===== src/rtl/dct_sum_sched_if.sv =====
// Row-input / issue / result-tag signal bundle for the DCT summation sequencer.
interface dct_sum_sched_if;
  logic       row_valid;
  logic       row_sof;
  logic       row_ready;
  logic       row_load;
  logic       hold;
  logic       issue;
  logic [2:0] coef_idx;
  logic       res_valid;
  logic [2:0] res_row;
  logic [2:0] res_col;
  logic       res_blk_last;
  logic       err_sof;
  logic       busy;

  modport slave (
    input  row_valid, row_sof, hold,
    output row_ready, row_load, issue, coef_idx,
           res_valid, res_row, res_col, res_blk_last, err_sof, busy
  );

  modport master (
    output row_valid, row_sof, hold,
    input  row_ready, row_load, issue, coef_idx,
           res_valid, res_row, res_col, res_blk_last, err_sof, busy
  );
endinterface


===== src/rtl/dct_sum_sched.sv =====
// Sequences coefficient issue for the 8-term DCT adder and tags each adder
// output with its row/column/block-end position.
module dct_sum_sched #(
  parameter int unsigned MUL_LAT = 1,
  parameter int unsigned ROWS    = 8
) (
  input logic             clk,
  input logic             rst,
  dct_sum_sched_if.slave  bus
);

  localparam int unsigned KW    = 3;
  localparam int unsigned RW    = $clog2(ROWS);
  localparam int unsigned DEPTH = MUL_LAT + 1;
  localparam logic [KW-1:0] K_MAX = '1;
  localparam logic [RW-1:0] R_MAX = RW'(ROWS - 1);

  typedef enum logic {IDLE, ISSUE} state_t;

  typedef struct packed {
    logic [RW-1:0] row;
    logic [KW-1:0] col;
    logic          last;
  } tag_t;

  state_t               state_q, state_d;
  logic [KW-1:0]        k_q;
  logic [RW-1:0]        r_q;
  logic [RW-1:0]        r_adv;
  logic                 err_q;
  logic                 issue;
  logic                 row_ready;
  logic                 k_last;
  logic                 row_end;
  logic                 sof_acc;
  tag_t                 tag_in;
  tag_t [DEPTH-1:0]     pipe_q;
  logic [DEPTH-1:0]     vld_q;

  assign k_last  = (k_q == K_MAX);
  assign row_end = issue & k_last;
  assign sof_acc = bus.row_valid & row_ready & bus.row_sof;
  // Row index the next accepted row would get before any sof override.
  assign r_adv   = row_end ? r_q + RW'(1) : r_q;

  // Next-state and issue/accept decode; hold freezes issue and acceptance.
  always_comb begin
    state_d   = state_q;
    issue     = 1'b0;
    row_ready = 1'b0;
    case (state_q)
      IDLE: begin
        row_ready = !bus.hold;
        if (row_ready && bus.row_valid) state_d = ISSUE;
      end
      ISSUE: begin
        if (!bus.hold) begin
          issue = 1'b1;
          if (k_last) begin
            row_ready = 1'b1;
            if (!bus.row_valid) state_d = IDLE;
          end
        end
      end
      default: state_d = IDLE;
    endcase
  end

  always_ff @(posedge clk) begin
    if (rst) begin
      state_q <= IDLE;
      k_q     <= '0;
      r_q     <= '0;
      err_q   <= 1'b0;
    end else begin
      state_q <= state_d;
      if (issue) k_q <= k_q + KW'(1);
      r_q     <= sof_acc ? '0 : r_adv;
      err_q   <= sof_acc && (r_adv != '0);
    end
  end

  always_comb begin
    tag_in = '0;
    if (issue) begin
      tag_in.row  = r_q;
      tag_in.col  = k_q;
      tag_in.last = (r_q == R_MAX) && k_last;
    end
  end

  // Tag pipeline tracks the multiplier plus adder register; never stalls.
  always_ff @(posedge clk) begin
    if (rst) begin
      pipe_q <= '0;
      vld_q  <= '0;
    end else begin
      pipe_q <= {pipe_q[DEPTH-2:0], tag_in};
      vld_q  <= {vld_q[DEPTH-2:0], issue};
    end
  end

  assign bus.row_ready    = row_ready;
  assign bus.row_load     = bus.row_valid & row_ready;
  assign bus.issue        = issue;
  assign bus.coef_idx     = k_q;
  assign bus.err_sof      = err_q;
  assign bus.res_valid    = vld_q[DEPTH-1];
  assign bus.res_row      = pipe_q[DEPTH-1].row;
  assign bus.res_col      = pipe_q[DEPTH-1].col;
  assign bus.res_blk_last = pipe_q[DEPTH-1].last;
  assign bus.busy         = (state_q != IDLE) | (|vld_q);

endmodule


===== src/flat_wrapper.sv =====
// flat-port wrapper written by rule: the top's interface ports become plain ports
module dct_sum_sched_flat 
#(
  parameter int unsigned MUL_LAT = 1,
  parameter int unsigned ROWS    = 8
)
  (clk, rst, bus_row_valid, bus_row_sof, bus_hold, bus_row_ready, bus_row_load, bus_issue, bus_coef_idx, bus_res_valid, bus_res_row, bus_res_col, bus_res_blk_last, bus_err_sof, bus_busy);
  dct_sum_sched_if bus_i ();
  input logic clk;
  input logic rst;
  input wire logic [$bits(bus_i.row_valid)-1:0] bus_row_valid;
  input wire logic [$bits(bus_i.row_sof)-1:0] bus_row_sof;
  input wire logic [$bits(bus_i.hold)-1:0] bus_hold;
  output wire logic [$bits(bus_i.row_ready)-1:0] bus_row_ready;
  output wire logic [$bits(bus_i.row_load)-1:0] bus_row_load;
  output wire logic [$bits(bus_i.issue)-1:0] bus_issue;
  output wire logic [$bits(bus_i.coef_idx)-1:0] bus_coef_idx;
  output wire logic [$bits(bus_i.res_valid)-1:0] bus_res_valid;
  output wire logic [$bits(bus_i.res_row)-1:0] bus_res_row;
  output wire logic [$bits(bus_i.res_col)-1:0] bus_res_col;
  output wire logic [$bits(bus_i.res_blk_last)-1:0] bus_res_blk_last;
  output wire logic [$bits(bus_i.err_sof)-1:0] bus_err_sof;
  output wire logic [$bits(bus_i.busy)-1:0] bus_busy;
  assign bus_i.row_valid = bus_row_valid;
  assign bus_i.row_sof = bus_row_sof;
  assign bus_i.hold = bus_hold;
  assign bus_row_ready = bus_i.row_ready;
  assign bus_row_load = bus_i.row_load;
  assign bus_issue = bus_i.issue;
  assign bus_coef_idx = bus_i.coef_idx;
  assign bus_res_valid = bus_i.res_valid;
  assign bus_res_row = bus_i.res_row;
  assign bus_res_col = bus_i.res_col;
  assign bus_res_blk_last = bus_i.res_blk_last;
  assign bus_err_sof = bus_i.err_sof;
  assign bus_busy = bus_i.busy;
  dct_sum_sched #(.MUL_LAT(MUL_LAT), .ROWS(ROWS)) u_core (.clk(clk), .rst(rst), .bus(bus_i));
endmodule

===== config.mk =====
export PLATFORM = sky130hd
export DESIGN_NAME = dct_sum_sched_flat
export DESIGN_NICKNAME = d
export VERILOG_FILES = /design/src/rtl/dct_sum_sched_if.sv /design/src/rtl/dct_sum_sched.sv /design/src/flat_wrapper.sv
export SDC_FILE = /design/constraint.sdc
export NUM_CORES = 1
export LEC_CHECK = 0
export ABC_CLOCK_PERIOD_IN_PS = 1800
export BUFFER_PORTS_ARGS = -buffer_cell sky130_fd_sc_hd__buf_2
export CAP_MARGIN = 20
export CORE_MARGIN = 2
export CORE_UTILIZATION = 30
export CTS_CLUSTER_DIAMETER = 30
export DETAILED_ROUTE_END_ITERATION = 10
export GPL_ROUTABILITY_DRIVEN = 0
export GPL_TIMING_DRIVEN = 0
export PLACE_DENSITY_LB_ADDON = 0.05
export SYNTH_ARGS = -nofsm -noshare
export SYNTH_HDL_FRONTEND = slang
export SYNTH_SLANG_ARGS = --single-unit
export TNS_END_PERCENT = 100

===== constraint.sdc =====
create_clock -name clk -period 1.8 [get_ports clk]
set_input_delay 0 -clock clk [delete_from_list [all_inputs] [get_ports clk]]
set_output_delay 0 -clock clk [all_outputs]
set_load 0.03 [all_outputs]

# --- Word level (Yosys, flattened, before mapping) ---
# Index checks and enable logic that the tools add are counted.
word_totals:
  word_cells: 40
  ff_bits: 24
classes:
  n_eq_ne: 2
  n_bitwise: 6
  addsub: 2
  n_reduce_logical: 8
  mux: 11
op_table:
  columns: ["operator", "count"]
  rows:
  - ["two-way mux 1 bit", 8]
  - ["adder 3 x 1 -> 3 bit (second input constant)", 2]
  - ["== test 3 bit (second input constant)", 2]
  - ["OR reduction 2 bit", 3]
  - ["case mux 1 bit (2 select lines)", 2]
  - ["bitwise AND 1 bit", 3]
  - ["logical AND 1 bit", 3]
  - ["two-way mux 3 bit", 1]
  - ["nonzero test 3 bit", 1]
  - ["inverter 1 bit", 2]
  - ["zero test 1 bit", 1]
  - ["bitwise OR 1 bit", 1]

# --- Logic depth before layout (Yosys ltp) ---
depth:
  ltp_word: 7
  mapped_depth: 5
  ltp_nobuf: 5

# --- Worst setup path after synthesis ---
# No wires, ideal clock.
synth_path:
  path_kind: "flip-flop to flip-flop"
  from: "register u_core.k_q[0] (netlist: u_core.bus.coef_idx[0])"
  to: "register u_core.err_q (netlist: u_core.bus.err_sof)"
  slack_ps: 251
  t_arrival_ps: 1417
  n_path_buf: 0
  stages_incl_launch_ff: 6
  setup_time_ps: 132
  path_cell_list: "dfxtp_1 ha_1 ha_1 nand3b_4 nor4b_2 a2111oi_2"
synth_via:
  elab_chain_cells: 7
  word_cells_on_any_way: 10
synth_rtl:
  columns: ["element", "line_no", "text"]
  rows:
  - ["start: declaration", "dct_sum_sched.sv:27", "logic [KW-1:0] k_q;"]
  - ["start signal: assignment", "dct_sum_sched.sv:77", "if (issue) k_q <= k_q + KW'(1);"]
  - ["== test 3 bit *", "dct_sum_sched.sv:40", "assign k_last = (k_q == K_MAX);"]
  - ["two-way mux 1 bit", "dct_sum_sched.sv:59", "if (k_last) begin"]
  - ["two-way mux 1 bit", "dct_sum_sched.sv:57", "if (!bus.hold) begin"]
  - ["case mux 1 bit (2 select lines)", "dct_sum_sched.sv:51", "case (state_q)"]
  - ["bitwise AND 1 bit (2 in a row)", "dct_sum_sched.sv:42", "assign sof_acc = bus.row_valid & row_ready & bus.row_sof;"]
  - ["logical AND 1 bit *", "dct_sum_sched.sv:79", "err_q <= sof_acc && (r_adv != '0);"]
  - ["end signal: assignment", "dct_sum_sched.sv:79", null]
  - ["end: declaration", "dct_sum_sched.sv:30", "logic err_q;"]
# Mark *: on every way between the ends. The rest lies on a longest branch, timed or not.
# A chain may end at the register's enable or synchronous reset.

# --- Worst setup path in the final report ---
layout_path:
  from: "register u_core.k_q[0] (netlist: u_core.bus.coef_idx[0])"
  to: "output bus_row_load"
layout_via:
  elab_chain_cells: 5
layout_rtl:
  columns: ["element", "line_no", "text"]
  rows:
  - ["== test 3 bit", "dct_sum_sched.sv:40", null]
  - ["two-way mux 1 bit", "dct_sum_sched.sv:59", null]
  - ["two-way mux 1 bit", "dct_sum_sched.sv:57", null]
  - ["case mux 1 bit (2 select lines)", "dct_sum_sched.sv:51", null]
  - ["bitwise AND 1 bit", "dct_sum_sched.sv:104", "assign bus.row_load = bus.row_valid & row_ready;"]
  - ["end: declaration", "flat_wrapper.sv:15", "output wire logic [$bits(bus_i.row_load)-1:0] bus_row_load;"]
# No other way between the ends.

==> qor.yml <==
synthesis:
  syn_nets: 91
  netlist_area_um2: 913
  synthCells: 82
  ys.flop_type: "dfxtp_1"
  ys_types: 25
  synth_edf_count: 0
  yosysSeqAreaShare_pct: 52.6
  yosysWarnings: 0
  async_flop_share_pct: 0
  avgSynthCellArea_um2: 11.1
  ys_ff_latch: 24
clock_tree:
  cts-resized-gates: 0
  cts_htree_levels: 1
  cts_setup_buffers: 0
  clock_path_buffers: 2
  cts_tree: "done"
  holdBufCountCts: 3
  cts_buffers: 3
  clock-sinks: 24
  clkLatencyLatePin_ps: 300
  cts_root_buf: "clkbuf_4"
  cts.reportedPaths.clkPinSlew_ps: 120
sta:
  timing.final.crit_share_pct: 86.2
  rsz0062_at_grt: "no"
  setup_ws_ps: 248
  hold_viol: 0
  finalSetupViolations: 0
  slew_headroom_pct: 69.0
  maxSlewViolCount: 0
  worst_hold_slack_ps: 50.0
  finalSetupTns_ps: 0
  worstMarginPinSlew_ps: 465
  fin_crit_ps: 1550
  skew_ps: 5.80
  max_clock_freq_mhz: 644
min_path:
  whs_path_depth: 3
  whs_endpoint: "u_core.state_q$_SDFF_PP0_"
  hold_path_startpoint: "bus_hold"
  hold_path_class: "in2reg"
cells_and_area:
  layout.nets: 119
  final_util_pct: 37.2
  drive_above_1_share_pct: 31.5
  instances_no_fill: 141
  fin_area_um2: 1110
  n_antenna_cell: 0
  synthToLayoutAreaGrowth_pct: 21.2
floorplanning:
  start_util_pct: 30.7
  num_io_pins: 21
  fp.coreArea_um2: 2980
  row_count: 20
  die_h_um: 59.2
  dieWidth_um: 59.2
  die_area_um2: 3500
power_and_ir_drop:
  p_switching_mw: 0.183
  p_per_area_nw_per_um2: 743
  vdd_drop_max_mv: 0.272
  intPower_mw: 0.639
  p_leak_nw: 0.576
  sequentialPowerShare_pct: 65.7
  switching_share_pct: 22.3
  comb_power_share_pct: 8.0
  finalPower_mw: 0.823
  p_clk_share_pct: 26.3
place:
  dp_slack_ps: 301
  dpl_cell_area_um2: 1050
  io_buffers: 20
  place_inst: 135
  dpl.hpwl_um: 986
route:
  detailroute.via_count: 587
  viasPerCell: 4.16
  drt_iter0_drc: 7
  wl_per_cell_um: 9.28
  drtPass1Iterations: 2
  ant_nets: 0
  drc: 0
  drt_wl_total_um: 1310
worst_setup_path:
  worst-path-max-fanout: 5
  crit_path_start_kind: "register"
  arrival_ps: 1550
  crit_required_ps: 1800
  crit_type: "reg2out"
  startpoint: "u_core.bus.coef_idx[0]$_SDFFE_PP0N_"
  reg2reg_depth: 5
  r2r_slack_ps: 300
  crit_path_end_kind: "output pin"
  reg2reg_to: "u_core.bus.err_sof$_SDFF_PP0_"
  r2r-start: "u_core.bus.coef_idx[0]$_SDFFE_PP0N_"
flow_run:
  drv_cap: 0
global_routing:
  grt_pass1_vias: 468
  antenna_found_initial: 0
  track_usage_pct: 8.59
  grt_pass1_wl_um: 2150
  overflow: 0
  grt_start_max_net_pins: 13
status:
  status: "finished clean"
[placed cells by master (no fill, tap or decap), types with 2 or more instances in the layout]
cell           netlist  layout
mux2i_1              4       4
nor2b_1             11      11
nand2b_1             3       3
ha_1                 4       4
and2_1               7       7
inv_1                2       2
buf_4                6       6
dlygate4sd3_1        0       3
nor2_1               5       5
dfxtp_1             24      24
clkbuf_4             0       3
buf_2                0      20
[layer usage]
metal / track usage, % / routed length [um] / vias to the layer above
met4: 5.84 / 22 / 0
li1: - / - / 313
met3: 1.97 / 66 / 2
met5: 0 / 0 / -
met1: 12.0 / 661 / 257
met2: 11.6 / 559 / 15
[cell usage after synthesis (2+ instances only)]
library cell	number	area (um^2)
and2_1	7	43.8
buf_4	6	45.0
dfxtp_1	24	480
ha_1	4	50.1
inv_1	2	7.51
mux2i_1	4	40.0
nand2b_1	3	18.8
nor2_1	5	18.8
nor2b_1	11	68.8
[critical path: stages, from the launching register on]
cell	delay, ps
dfxtp_1	410
ha_1	170
ha_1	280
nor2b_1	100
nor2_1	100
buf_2	200
[power groups by stage]
stage	Clock, mW	Sequential, mW	Combinational [mW]
global placement	0	0.553	0.0608
finish	0.217	0.541	0.0654
floorplan	0	0.555	0.0375
global route	0.254	0.542	0.0716
CTS	0.228	0.541	0.0667
detailed placement	0	0.553	0.0617
[flip-flops by register name, summed over array words and instances (netlist names)]
name / flops
u_core.r_q: 3
u_core.bus.res_blk_last: 1
u_core.state_q: 1
u_core.pipe_q: 7
u_core.bus.res_row: 3
u_core.bus.coef_idx: 3
u_core.bus.err_sof: 1
u_core.vld_q: 2
u_core.bus.res_col: 3
[cell families (layout without fill, tap and decap cells)]
group	count (synthesis)	count (layout)	synth area share, %
XOR/XNOR	2	2	1.92
multiplexers	4	4	4.38
adder cells (fa/ha/maj)	4	4	5.48
buffers and inverters	10	36	7.40
AO/OA/AOI/OAI	4	4	3.42
flip-flops	24	24	52.6
AND/OR/NAND/NOR	34	34	24.8
[layout make-up]
class / instances / area (um^2)
buffer: 8 / 60.1
fill: 301 / 1870
multi-input combinational: 48 / 365
tap: 33 / 41.3
clock buffer: 3 / 22.5
sequential: 24 / 480
inverter: 2 / 7.51
timing repair buffer: 23 / 130
[worst max path at each step]
stage | to | slack (ps) | depth (start not counted)
global placement | u_core.bus.err_sof$_SDFF_PP0_ | 320 | 5
detailed placement | u_core.bus.err_sof$_SDFF_PP0_ | 300 | 5
CTS | bus_row_load | 220 | 5
floorplan | u_core.bus.err_sof$_SDFF_PP0_ | 250 | 5
global route | bus_row_load | 100 | 5
finish | bus_row_load | 250 | 5
No activity file was read; power rests on OpenSTA's default activity.
